[src/rtl/timer_arbiter.sv]
// Shares one millisecond timer among N_CH one-shot requesters: latches requests, grants
// round-robin, loads/starts the timer for the winner and pulses that channel's done on expiry.
module timer_arbiter #(
    parameter int unsigned N_CH = 4,
    parameter int unsigned TW   = 16
) (
    input  logic                 clk_i,
    input  logic                 rst_i,
    input  logic [N_CH-1:0]      req_valid_i,
    input  logic [N_CH*TW-1:0]   req_ms_i,
    input  logic [N_CH-1:0]      cancel_i,
    output logic [N_CH-1:0]      ch_pending_o,
    output logic [N_CH-1:0]      ch_active_o,
    output logic [N_CH-1:0]      ch_done_o,
    output logic [TW-1:0]        tmr_time_ms_o,
    output logic                 tmr_start_o,
    output logic                 tmr_rst_o,
    input  logic                 tmr_done_i
);
    localparam int unsigned IW = $clog2(N_CH);

    typedef enum logic [2:0] {StIdle, StArm, StLoad, StRun, StDone} state_e;

    state_e                  state_q;
    logic [IW-1:0]           grant_q;
    logic [IW-1:0]           rr_q;
    logic [N_CH-1:0]         pending_q, pending_d;
    logic [N_CH-1:0][TW-1:0] time_q, time_d;
    logic [N_CH-1:0]         active_q;
    logic [N_CH-1:0]         done_q;
    logic [TW-1:0]           tmr_time_q;
    logic                    tmr_start_q;
    logic                    tmr_rst_q;

    logic [N_CH-1:0]         eligible;
    logic                    win_found;
    logic [IW-1:0]           win_idx;
    logic [IW-1:0]           rr_next;
    logic [N_CH-1:0]         win_oh;
    logic                    grant_en;
    logic                    cancel_act;
    int unsigned             scan_idx;

    // A cancel in the grant cycle must beat the grant, so it is masked out before arbitration.
    assign eligible = pending_q & ~cancel_i;

    always_comb begin
        win_found = 1'b0;
        win_idx   = '0;
        scan_idx  = 0;
        for (int unsigned k = 0; k < N_CH; k++) begin
            scan_idx = 32'(rr_q) + k;
            if (scan_idx >= N_CH) begin
                scan_idx = scan_idx - N_CH;
            end
            if (!win_found && eligible[scan_idx]) begin
                win_found = 1'b1;
                win_idx   = IW'(scan_idx);
            end
        end
    end

    assign rr_next    = (win_idx == IW'(N_CH - 1)) ? '0 : win_idx + 1'b1;
    assign win_oh     = N_CH'(1) << win_idx;
    assign grant_en   = (state_q == StIdle) && win_found;
    assign cancel_act = (state_q inside {StArm, StLoad, StRun}) && cancel_i[grant_q];

    always_comb begin
        pending_d = pending_q;
        time_d    = time_q;
        for (int unsigned i = 0; i < N_CH; i++) begin
            if (cancel_i[i]) begin
                pending_d[i] = 1'b0;
            end else if (grant_en && win_oh[i]) begin
                pending_d[i] = 1'b0;
            end else if (req_valid_i[i] && !active_q[i]) begin
                pending_d[i] = 1'b1;
                time_d[i]    = req_ms_i[i*TW +: TW];
            end
        end
    end

    always_ff @(posedge clk_i or posedge rst_i) begin
        if (rst_i) begin
            pending_q <= '0;
            time_q    <= '0;
        end else begin
            pending_q <= pending_d;
            time_q    <= time_d;
        end
    end

    always_ff @(posedge clk_i or posedge rst_i) begin
        if (rst_i) begin
            state_q     <= StIdle;
            grant_q     <= '0;
            rr_q        <= '0;
            active_q    <= '0;
            done_q      <= '0;
            tmr_time_q  <= '0;
            tmr_start_q <= 1'b0;
            tmr_rst_q   <= 1'b0;
        end else begin
            done_q    <= '0;
            tmr_rst_q <= 1'b0;
            if (cancel_act) begin
                // Abort the running delay; the owner gets no done pulse.
                tmr_rst_q   <= 1'b1;
                active_q    <= '0;
                tmr_start_q <= 1'b0;
                tmr_time_q  <= '0;
                state_q     <= StIdle;
            end else begin
                unique case (state_q)
                    StIdle: begin
                        if (grant_en) begin
                            grant_q  <= win_idx;
                            rr_q     <= rr_next;
                            active_q <= win_oh;
                            if (time_q[win_idx] == '0) begin
                                done_q  <= win_oh;
                                state_q <= StDone;
                            end else begin
                                tmr_time_q  <= time_q[win_idx];
                                tmr_start_q <= 1'b1;
                                state_q     <= StArm;
                            end
                        end
                    end
                    StArm: begin
                        if (tmr_done_i) begin
                            tmr_start_q <= 1'b0;
                            state_q     <= StLoad;
                        end
                    end
                    StLoad: begin
                        state_q <= StRun;
                    end
                    StRun: begin
                        if (tmr_done_i) begin
                            done_q     <= active_q;
                            tmr_time_q <= '0;
                            state_q    <= StDone;
                        end
                    end
                    StDone: begin
                        active_q <= '0;
                        state_q  <= StIdle;
                    end
                    default: begin
                        state_q <= StIdle;
                    end
                endcase
            end
        end
    end

    assign ch_pending_o  = pending_q;
    assign ch_active_o   = active_q;
    assign ch_done_o     = done_q;
    assign tmr_time_ms_o = tmr_time_q;
    assign tmr_start_o   = tmr_start_q;
    assign tmr_rst_o     = tmr_rst_q;

endmodule

[config.mk]
export PLATFORM = sky130hd
export DESIGN_NAME = timer_arbiter
export DESIGN_NICKNAME = d
export VERILOG_FILES = /design/src/rtl/timer_arbiter.sv
export SDC_FILE = /design/constraint.sdc
export NUM_CORES = 1
export LEC_CHECK = 0
export BUFFER_PORTS_ARGS = -buffer_cell sky130_fd_sc_hd__buf_2
export CAP_MARGIN = 20
export CORE_MARGIN = 2
export CORE_UTILIZATION = 54
export DETAILED_ROUTE_END_ITERATION = 8
export GPL_ROUTABILITY_DRIVEN = 0
export PLACE_DENSITY = 0.85
export SETUP_SLACK_MARGIN = 0.5
export SYNTH_ARGS = -nofsm -noshare
export SYNTH_HDL_FRONTEND = slang
export SYNTH_SLANG_ARGS = --single-unit
[constraint.sdc]
create_clock -name clk_i -period 4.3 [get_ports clk_i]
set_clock_uncertainty 0.15 [all_clocks]
set_input_delay 0.86 -clock clk_i [delete_from_list [all_inputs] [get_ports clk_i]]
set_output_delay 0.86 -clock clk_i [all_outputs]
set_load 0.05 [all_outputs]
Word-level counts from Yosys, hierarchy flattened
Cells that the tools add are included.
- bits in registers: 101
- input bits: 75
- output and inout bits: 30
- logic and storage cells: 156
- $lt $le $gt $ge: 10
- reduce and logical (&&, ||, !) cells: 39
- $add $sub $neg: 8
- shift-type cells: 1
- multiplexer cells: 62
- bitwise operators: 11
- equal/unequal tests: 9
- operators by type and width (kind ; count):
    less-than comparator 32 x 3 -> 1 bit, second input constant ; 4
    2-to-1 mux 32 bit ; 4
    2-to-1 mux 16 bit ; 5
    binary-select mux 16 bit (select 2 bit) ; 1
    case mux 16 bit (2 select lines) ; 1
    2-to-1 mux 1 bit ; 26
    2-to-1 mux 4 bit ; 6
    nonzero test 3 bit ; 8
    AND reduction 3 bit ; 6
    logical NOT 16 bit ; 1
    case mux 4 bit (2 select lines) ; 2
    2-to-1 mux 3 bit ; 5
    logical AND 1 bit ; 13
    != test 3 bit, second input constant ; 4
    case mux 3 bit (4 select lines) ; 1
    subtractor 3 x 3 -> 4 bit, second input constant ; 3
    binary-select mux 1 bit (select 2 bit) ; 5
    2-to-1 mux 2 bit ; 5
    greater-or-equal comparator 3 bit, second input constant ; 3
    NOT 1 bit ; 9
    AND reduction 4 bit ; 2
    logical NOT 1 bit ; 7
    adder 2 x 2 -> 3 bit, second input constant ; 2
    == test 3 x 2 -> 1 bit, second input constant ; 2
    other kinds (14) ; 15

Depth between registers and ports, before layout
Gate-level depths: netlist (run 1).
- depth after elaboration: 21
- depth in mapped cells: 13
- depth with buffers taken out: 10

Worst setup path before layout (run 1)
OpenSTA, ideal clock, no wires.
- path kind: input -> register
- start point: input port cancel_i[1]
- end point: register tmr_time_q[10] (netlist: tmr_time_ms_o[10])
- slack: 0.650 ns
- stages on the path: 12
- data arrival time: 3.433 ns
- path through: or3b_1 a31oi_1 o21ai_1 buf_6 a21oi_2 a32oi_1 or4_1 or4_1 buf_2 o21ai_4 buf_6 a22o_1
- cells in the longest elaborated chain, start to end: 20
- ends and longest elaborated chain (what ; RTL line ; RTL):
    from (decl) ; 11 ; input logic [N_CH-1:0] cancel_i,
    branches (longest 20 deep; another with NOT 4 bit) ; n/a ;
    to (signal assigned) ; 124 ; tmr_time_q <= time_q[win_idx];
    to (decl) ; 31 ; logic [TW-1:0] tmr_time_q;
Parallel ways; which one is timed is not known. The select of a mux whose other input is x is not followed.
A chain may end at the register's enable or synchronous reset.

Final worst setup path (run 1)
- start point: input port cancel_i[1]
- end point: register state_q[2]
- cells in the longest elaborated chain, start to end: 21
- ends and longest elaborated chain (what ; RTL line ; RTL):
    NOT 4 bit ; 45 ; assign eligible = pending_q & ~cancel_i;
    bitwise AND 4 bit ; 45 ;
    binary-select mux 1 bit (select 2 bit) ; 56 ; if (!win_found && eligible[scan_idx]) begin
    2-to-1 mux 1 bit (not written as such) ; 56 ;
    2-to-1 mux 1 bit ; 56 ;
    logical NOT 1 bit ; 56 ;
    logical AND 1 bit ; 56 ;
    2-to-1 mux 1 bit ; 56 ;
    [5 not listed] ; n/a ;
    2-to-1 mux 2 bit ; 56 ;
    binary-select mux 16 bit (select 2 bit) ; 120 ; if (time_q[win_idx] == '0) begin
    2-to-1 mux 16 bit (not written as such) ; 120 ;
    logical NOT 16 bit ; 120 ;
    2-to-1 mux 3 bit ; 120 ;
    2-to-1 mux 3 bit ; 116 ; if (grant_en) begin
    case mux 3 bit (4 select lines) ; 114 ; unique case (state_q)
    2-to-1 mux 3 bit ; 106 ; if (cancel_act) begin
    to (signal assigned) ; 112 ; state_q <= StIdle;
    to (signal assigned) ; 122 ; state_q <= StDone;
    to (signal assigned) ; 126 ; state_q <= StArm;
    to (decl) ; 24 ; state_e state_q;
Several ways; a longest one is shown, not always the timed one. The select of a mux whose other input is x is not followed.

==> results.ini, run 1 <==
[outcome]
status = finished clean

[cells_and_area]
fin_area_um2 = 5520
area_delta_synth_final_pct = 20.5
fin_nets = 576
diodes = 0
instances_no_fill = 607
drive_gt1_share_pct = 43.0

[timing]
rsz0062_at_grt = false
setup_tns_ps = 0
max_freq_mhz = 270
setup_ws_ps = 602
slew_headroom_pct = 69.5
setup_viol = 0
fin_crit_sh_pct = 86.0
finalHoldViolations = 0
tightest_slew_ps = 455
min_period_ps = 3700
drv_slew = 0

[worst_setup_path]
setup.worst_path.start_class = input pin
crit_fanout = 24
crit_chain = buf_2, or3b_1, nor2b_1, o21ai_4, inv_6, a21oi_2, a32oi_1, or4_1, or4_4, buf_4, o31ai_1, and2_1
worst_setup_path_end_kind = register
crit_slowest_cell = or4_1
crit_start = cancel_i[1]
path_class = input pin to register
r2r_start = rr_q[1]
required_ps = 4450
cp.arrival_ps = 3850
r2r_cells = 11
r2r-end = state_q[2]
r2r_slack_ps = 750
critPathMaxStageDelay_ps = 580
crit_path_end = state_q[2]

[global_routing]
overflow = 0
grt_usage_pct = 24.7
grt_start_max_net_pins = 38
grt_pass1_vias = 3390
grt_pass1_wl_um = 17000
antenna_found_initial = 0

[placement]
dp_hpwl_um = 7900
dp_cells = 588
place_area_um2 = 5220
portBuffers = 104
post-place-ws_ps = 41.5

[route]
routed_wirelength_um = 10800
vias_per_cell = 5.69
vias = 3453
wl_per_cell_um = 17.8
remaining_drc_errors = 0
dr.first_iter.drc_count = 198
drtAntennaViolNets = 0
drt-pass1-iter-count = 5

[synth]
syn_nets = 468
async_flop_share_pct = 100
syn_inst = 389
synth_most_common_cell = dfrtp_1
yosysUniqueCellTypes = 44
ys_ff_latch = 101
post_synth.cell_area_avg_um2 = 11.8
syn_area_um2 = 4580
synth_top_area_share_pct = 55.2
ys_seq_area_share_pct = 55.2
yosys.area.top_type = dfrtp_1
synth_commonest_cells = 101 x dfrtp_1, 68 x nand2_1, 66 x mux2_2
synth_flop_cell = dfrtp_1
ys_warn_count = 0
synth-edff-count = 0
synthTopCellsByArea = dfrtp_1 55%, mux2_2 16%, nand2_1 5.6%

[power]
ir_drop_mv = 0.305
pwr_density_cell_nw_per_um2 = 725
p_leak_nw = 2.65
total_power_mw = 4.00

[floorplan]
die_w_um = 96.1
io_pins = 105
num_rows = 33
dieArea_um2 = 9230
initial_core_util_pct = 55.7
die_h_um = 96.1
core_um2 = 8220

[cts]
clk_pin_slew_ps = 90
clock_sinks = 101
h-tree-depth = 3
clock_path_buffers = 2
cts_tree = done
insertion_delay_ps = 360
cts_root_buf = clkbuf_8
numCtsBuffers = 9
hold_buffers = 0

[worst_hold_path]
worstHoldPathType = input pin to asynchronous set/reset pin

[run]
max_cap_viol_count = 0

[state kept, by name (all words and copies together), names as in the netlist]
register and flops:
rr_q 2, ch_pending_o 4, tmr_start_o 1, grant_q 2, time_q 64, tmr_time_ms_o 16, ch_active_o 4, ch_done_o 4
state_q 3, tmr_rst_o 1
[kinds of logic after synthesis]
family                     Yosys count  share of synthesized area, %
DFF                                101                          55.2
AOI/OAI and AO/OA                   73                          11.8
buffers and inverters               29                          3.03
muxes                               70                          17.4
xor gates and xnor gates             1                         0.191
and+or+nand+nor                    111                          11.3
adders and majority gates            4                          1.09
[report_power, final]
group | switching [mW] | internal [mW] | total [mW]
Clock | 0.318 | 0.327 | 0.645
Sequential | 0.287 | 1.33 | 1.62
Combinational | 1.01 | 0.725 | 1.74
Total | 1.62 | 2.38 | 4.00
[worst min path at each step]
| stage | start | to | slack, ps | cells after the start |
|---|---|---|---|---|
| after CTS | rst_i | time_q[10] | 370 | 2 |
| after global placement | time_q[38] | time_q[38] | 340 | 1 |
| after detailed placement | tmr_time_ms_o[2] | tmr_time_ms_o[2] | 350 | 1 |
| final | rst_i | tmr_rst_o | 360 | 2 |
| after global routing | rst_i | time_q[33] | 380 | 2 |
| after floorplan | time_q[14] | time_q[14] | 330 | 1 |
[repair_timing]
| item | CTS | global route |
|---|---|---|
| hold endpoints to repair | 0 | 0 |
| pin swaps | 1 | 1 |
| setup buffers | 2 | 1 |
| resized for setup | 3 | 5 |
| setup endpoints to repair | 17 | 18 |
[metal layers]
layer  vias up  wire, um  global-route usage, %
li1       1608         -                      -
met1      1706      4760                   34.0
met2       130      5180                   39.2
met3         9       757                   6.73
met4         0       108                   5.60
met5         -         0                      0
[worst max-delay path: cells and delay by family]
family / cells / cell delay, ps
compound gates: 4 / 680
simple gates: 5 / 1880
buf+inv: 3 / 440
[stage by stage]
step | util [%] | hold WS, ps
finish | 67.1 | 358
global route | 67.1 | 383
CTS | 66.8 | 366
detailed placement | 63.6 | 346
global placement | 63.6 | 340
floorplan | - | 330
[cell usage in the layout (no fill, tap or decap), types with 4 or more instances in the layout]
master / netlist / routed
buf_2: 4 / 104
dfrtp_1: 101 / 101
nand2_1: 68 / 68
mux2_2: 66 / 66
a22o_1: 16 / 16
a21oi_1: 15 / 15
buf_4: 0 / 14
a32oi_1: 11 / 11
nor2_1: 9 / 9
and3_1: 9 / 9
clkbuf_8: 0 / 9
o21ai_0: 8 / 8
a21o_1: 5 / 5
nor2b_1: 5 / 4
inv_1: 5 / 4
a31oi_1: 5 / 4
ha_1: 4 / 4
[area by class of cell]
cell class	count	area (um2)
clock buffer	10	128
clock inverter	6	87.6
fill	634	2700
inverter	6	30.0
multi-input combinational	259	1950
sequential	101	2530
tap	105	131
timing repair buffer	120	657
No activity file was read; power rests on OpenSTA's default activity.
==> run 2, diff against run 1 <==
--- a/config.mk
+++ b/config.mk
@@ -9,7 +9,9 @@
 export CAP_MARGIN = 20
+export CELL_PAD_IN_SITES_DETAIL_PLACEMENT = 0
+export CELL_PAD_IN_SITES_GLOBAL_PLACEMENT = 1
 export CORE_MARGIN = 2
-export CORE_UTILIZATION = 54
+export CORE_UTILIZATION = 42
 export DETAILED_ROUTE_END_ITERATION = 8
 export GPL_ROUTABILITY_DRIVEN = 0
-export PLACE_DENSITY = 0.85
+export PLACE_DENSITY = 0.84
 export SETUP_SLACK_MARGIN = 0.5
==> constraint.sdc (replaced) <==
create_clock -name clk_i -period 4.3 [get_ports clk_i]
set_clock_uncertainty 0.15 [all_clocks]
set_input_delay 0.215 -clock clk_i [delete_from_list [all_inputs] [get_ports clk_i]]
set_output_delay 0.215 -clock clk_i [all_outputs]
set_load 0.05 [all_outputs]
==> run 2 against run 1 <==
Sequential power barely moved. Count of clock-buffer cells in the layout unchanged. Core utilization is 9.5 points lower. Critical path depth did not move. Final cell count rose by 16%. Critical endpoint is now tmr_time_ms_o[10]. Highest routed layer unchanged.
==> results.ini, run 2 (synthesis results as in run 1) <==
[route]
drtAntennaViolNets = 0
wl_met3_um = 717
remaining_drc_errors = 0
vias_per_cell = 5.20
vias = 3647
wl_per_cell_um = 16.8
drt-pass1-iter-count = 4
dr.first_iter.drc_count = 170
wl_met1_um = 5190
routed_wirelength_um = 11800
top_layer_used = met4
dr_wl_met2_um = 5630

[placement]
dp_cells = 619
portBuffers = 104
dp_hpwl_um = 8150

[floorplan]
die_w_um = 108
io_pins = 105
core_um2 = 10700
num_rows = 38
initial_core_util_pct = 42.6
dieArea_um2 = 11700
die_h_um = 108

[cells_and_area]
instances_no_fill = 702
area_delta_synth_final_pct = 35.3
fin_nets = 636
diodes = 0
final_common_cell = buf_2
largest_reg_flops = 64
drive_gt1_share_pct = 37.9
top_register = time_q
final_cell_mix = 104 x buf_2, 101 x dfrtp_1, 68 x nand2_1
n_fill_cell = 915

[timing]
max_freq_mhz = 283
drv_slew = 0
finalHoldViolations = 0
tightest_slew_ps = 803
min_period_ps = 3530
setup_viol = 0
setup_tns_ps = 0
rsz0062_at_grt = false
fin_crit_sh_pct = 82.1
slew_headroom_pct = 46.5

[global_routing]
grt_start_max_net_pins = 67
antenna_found_initial = 0
grt_usage_pct = 21.0
grt_pass1_wl_um = 18700
grt_pass1_vias = 3748
overflow = 0

[worst_setup_path]
r2r_start = rr_q[1]
worst_setup_path_end_kind = register
r2r_slack_ps = 770
crit_chain = and3b_1, nor3b_2, o21ai_4, buf_4, buf_4, nand2_1, a32oi_1, or4_1, or4_4, o21ai_4, buf_12, a22o_1
crit_slowest_cell = or4_1
path_class = register to register
cp.arrival_ps = 3690
setup.worst_path.start_class = register
r2r-end = tmr_time_ms_o[10]
r2r_cells = 12
critPathMaxStageDelay_ps = 600
required_ps = 4460
crit_fanout = 20

[run]
max_cap_viol_count = 0

[worst_hold_path]
min_from = tmr_done_i
hold_path_end = state_q[0]
worstHoldPathCells = 3
worstHoldPathType = input pin to register

[power]
power_frac_seq_pct = 39.1
ir_drop_mv = 0.285
internal-power_mw = 2.47
swShare_pct = 39.6
p_leak_nw = 2.91
power.switching_mw = 1.62
clockPowerShare_pct = 17.8
combPwrFrac_pct = 43.1
pwr_density_cell_nw_per_um2 = 662

[cts]
clock_sinks = 101
h-tree-depth = 3
clk_pin_slew_ps = 100
numCtsBuffers = 9
clock_path_buffers = 2
cts_tree = done
insertion_delay_ps = 370
cts_root_buf = clkbuf_8

[outcome]
status = finished clean

==> run 2: power by group through the flow <==
stage / Clock (mW) / Sequential [mW] / Combinational, mW
finish: 0.729 / 1.60 / 1.77
global route: 0.779 / 1.65 / 1.93
CTS: 0.744 / 1.60 / 1.76
detailed placement: 0 / 1.61 / 1.68
global placement: 0 / 1.60 / 1.64
floorplan: 0 / 1.81 / 1.03
==> run 2: repair_timing <==
item                                    4_1_cts  5_1_grt
gates cloned                                  0        0
buffers inserted                              1        1
pin swaps                                     1        1
hold buffers                                 65        0
endpoints found under the setup margin       16       17
resized for setup                             1        5
endpoints found under the hold margin       129        0
==> run 2: worst max path at each step <==
| stage | start | endpoint | slack [ps] | cells after the start |
|---|---|---|---|---|
| global route | rr_q[1] | tmr_time_ms_o[8] | 600 | 12 |
| finish | rr_q[1] | tmr_time_ms_o[10] | 770 | 12 |
| floorplan | ch_pending_o[1] | tmr_time_ms_o[10] | 830 | 12 |
| global placement | cancel_i[0] | tmr_time_ms_o[15] | 440 | 10 |
| CTS | ch_pending_o[1] | tmr_time_ms_o[8] | 510 | 11 |
| detailed placement | rr_q[1] | tmr_time_ms_o[9] | 380 | 9 |
==> run 2: per-layer routing <==
metal,vias to the layer above,global-route usage [%]
met2,116,33.6
met4,0,9.07
li1,1720,-
met1,1792,28.7
met5,-,0
met3,19,2.95
==> run 2: critical path: cells and delay by family, from the launching register on <==
family	cells	cell delay (ps)
compound gates	4	550
buf+inv	3	560
flops	1	440
simple gates	5	1760
==> run 2: metrics by stage <==
| stage | setup WS [ps] | total power, mW | util [%] | cell area [um2] | hold WS (ps) |
|---|---|---|---|---|---|
| after floorplan | 834 | 2.84 | - | 4580 | 217 |
| after global placement | 435 | 3.24 | 48.7 | 5240 | 270 |
| after detailed placement | 381 | 3.29 | 48.7 | 5240 | 285 |
| after CTS | 512 | 4.10 | 57.4 | 6160 | 44.8 |
| after global routing | 602 | 4.36 | 57.6 | 6190 | 68.8 |
| final | 771 | 4.10 | 57.6 | 6190 | 65.2 |
==> run 2: cell type report <==
| cell class | instances | area, um2 | share of cell area (%) |
|---|---|---|---|
| clock buffers | 10 | 138 | 2.22 |
| repair buffers | 180 | 1270 | 20.4 |
| clock inverters | 6 | 110 | 1.78 |
| well taps | 140 | 175 | 2.83 |
| inverters | 6 | 27.5 | 0.445 |
| flip-flops and latches | 101 | 2530 | 40.8 |
| multi-input cells | 259 | 1950 | 31.5 |
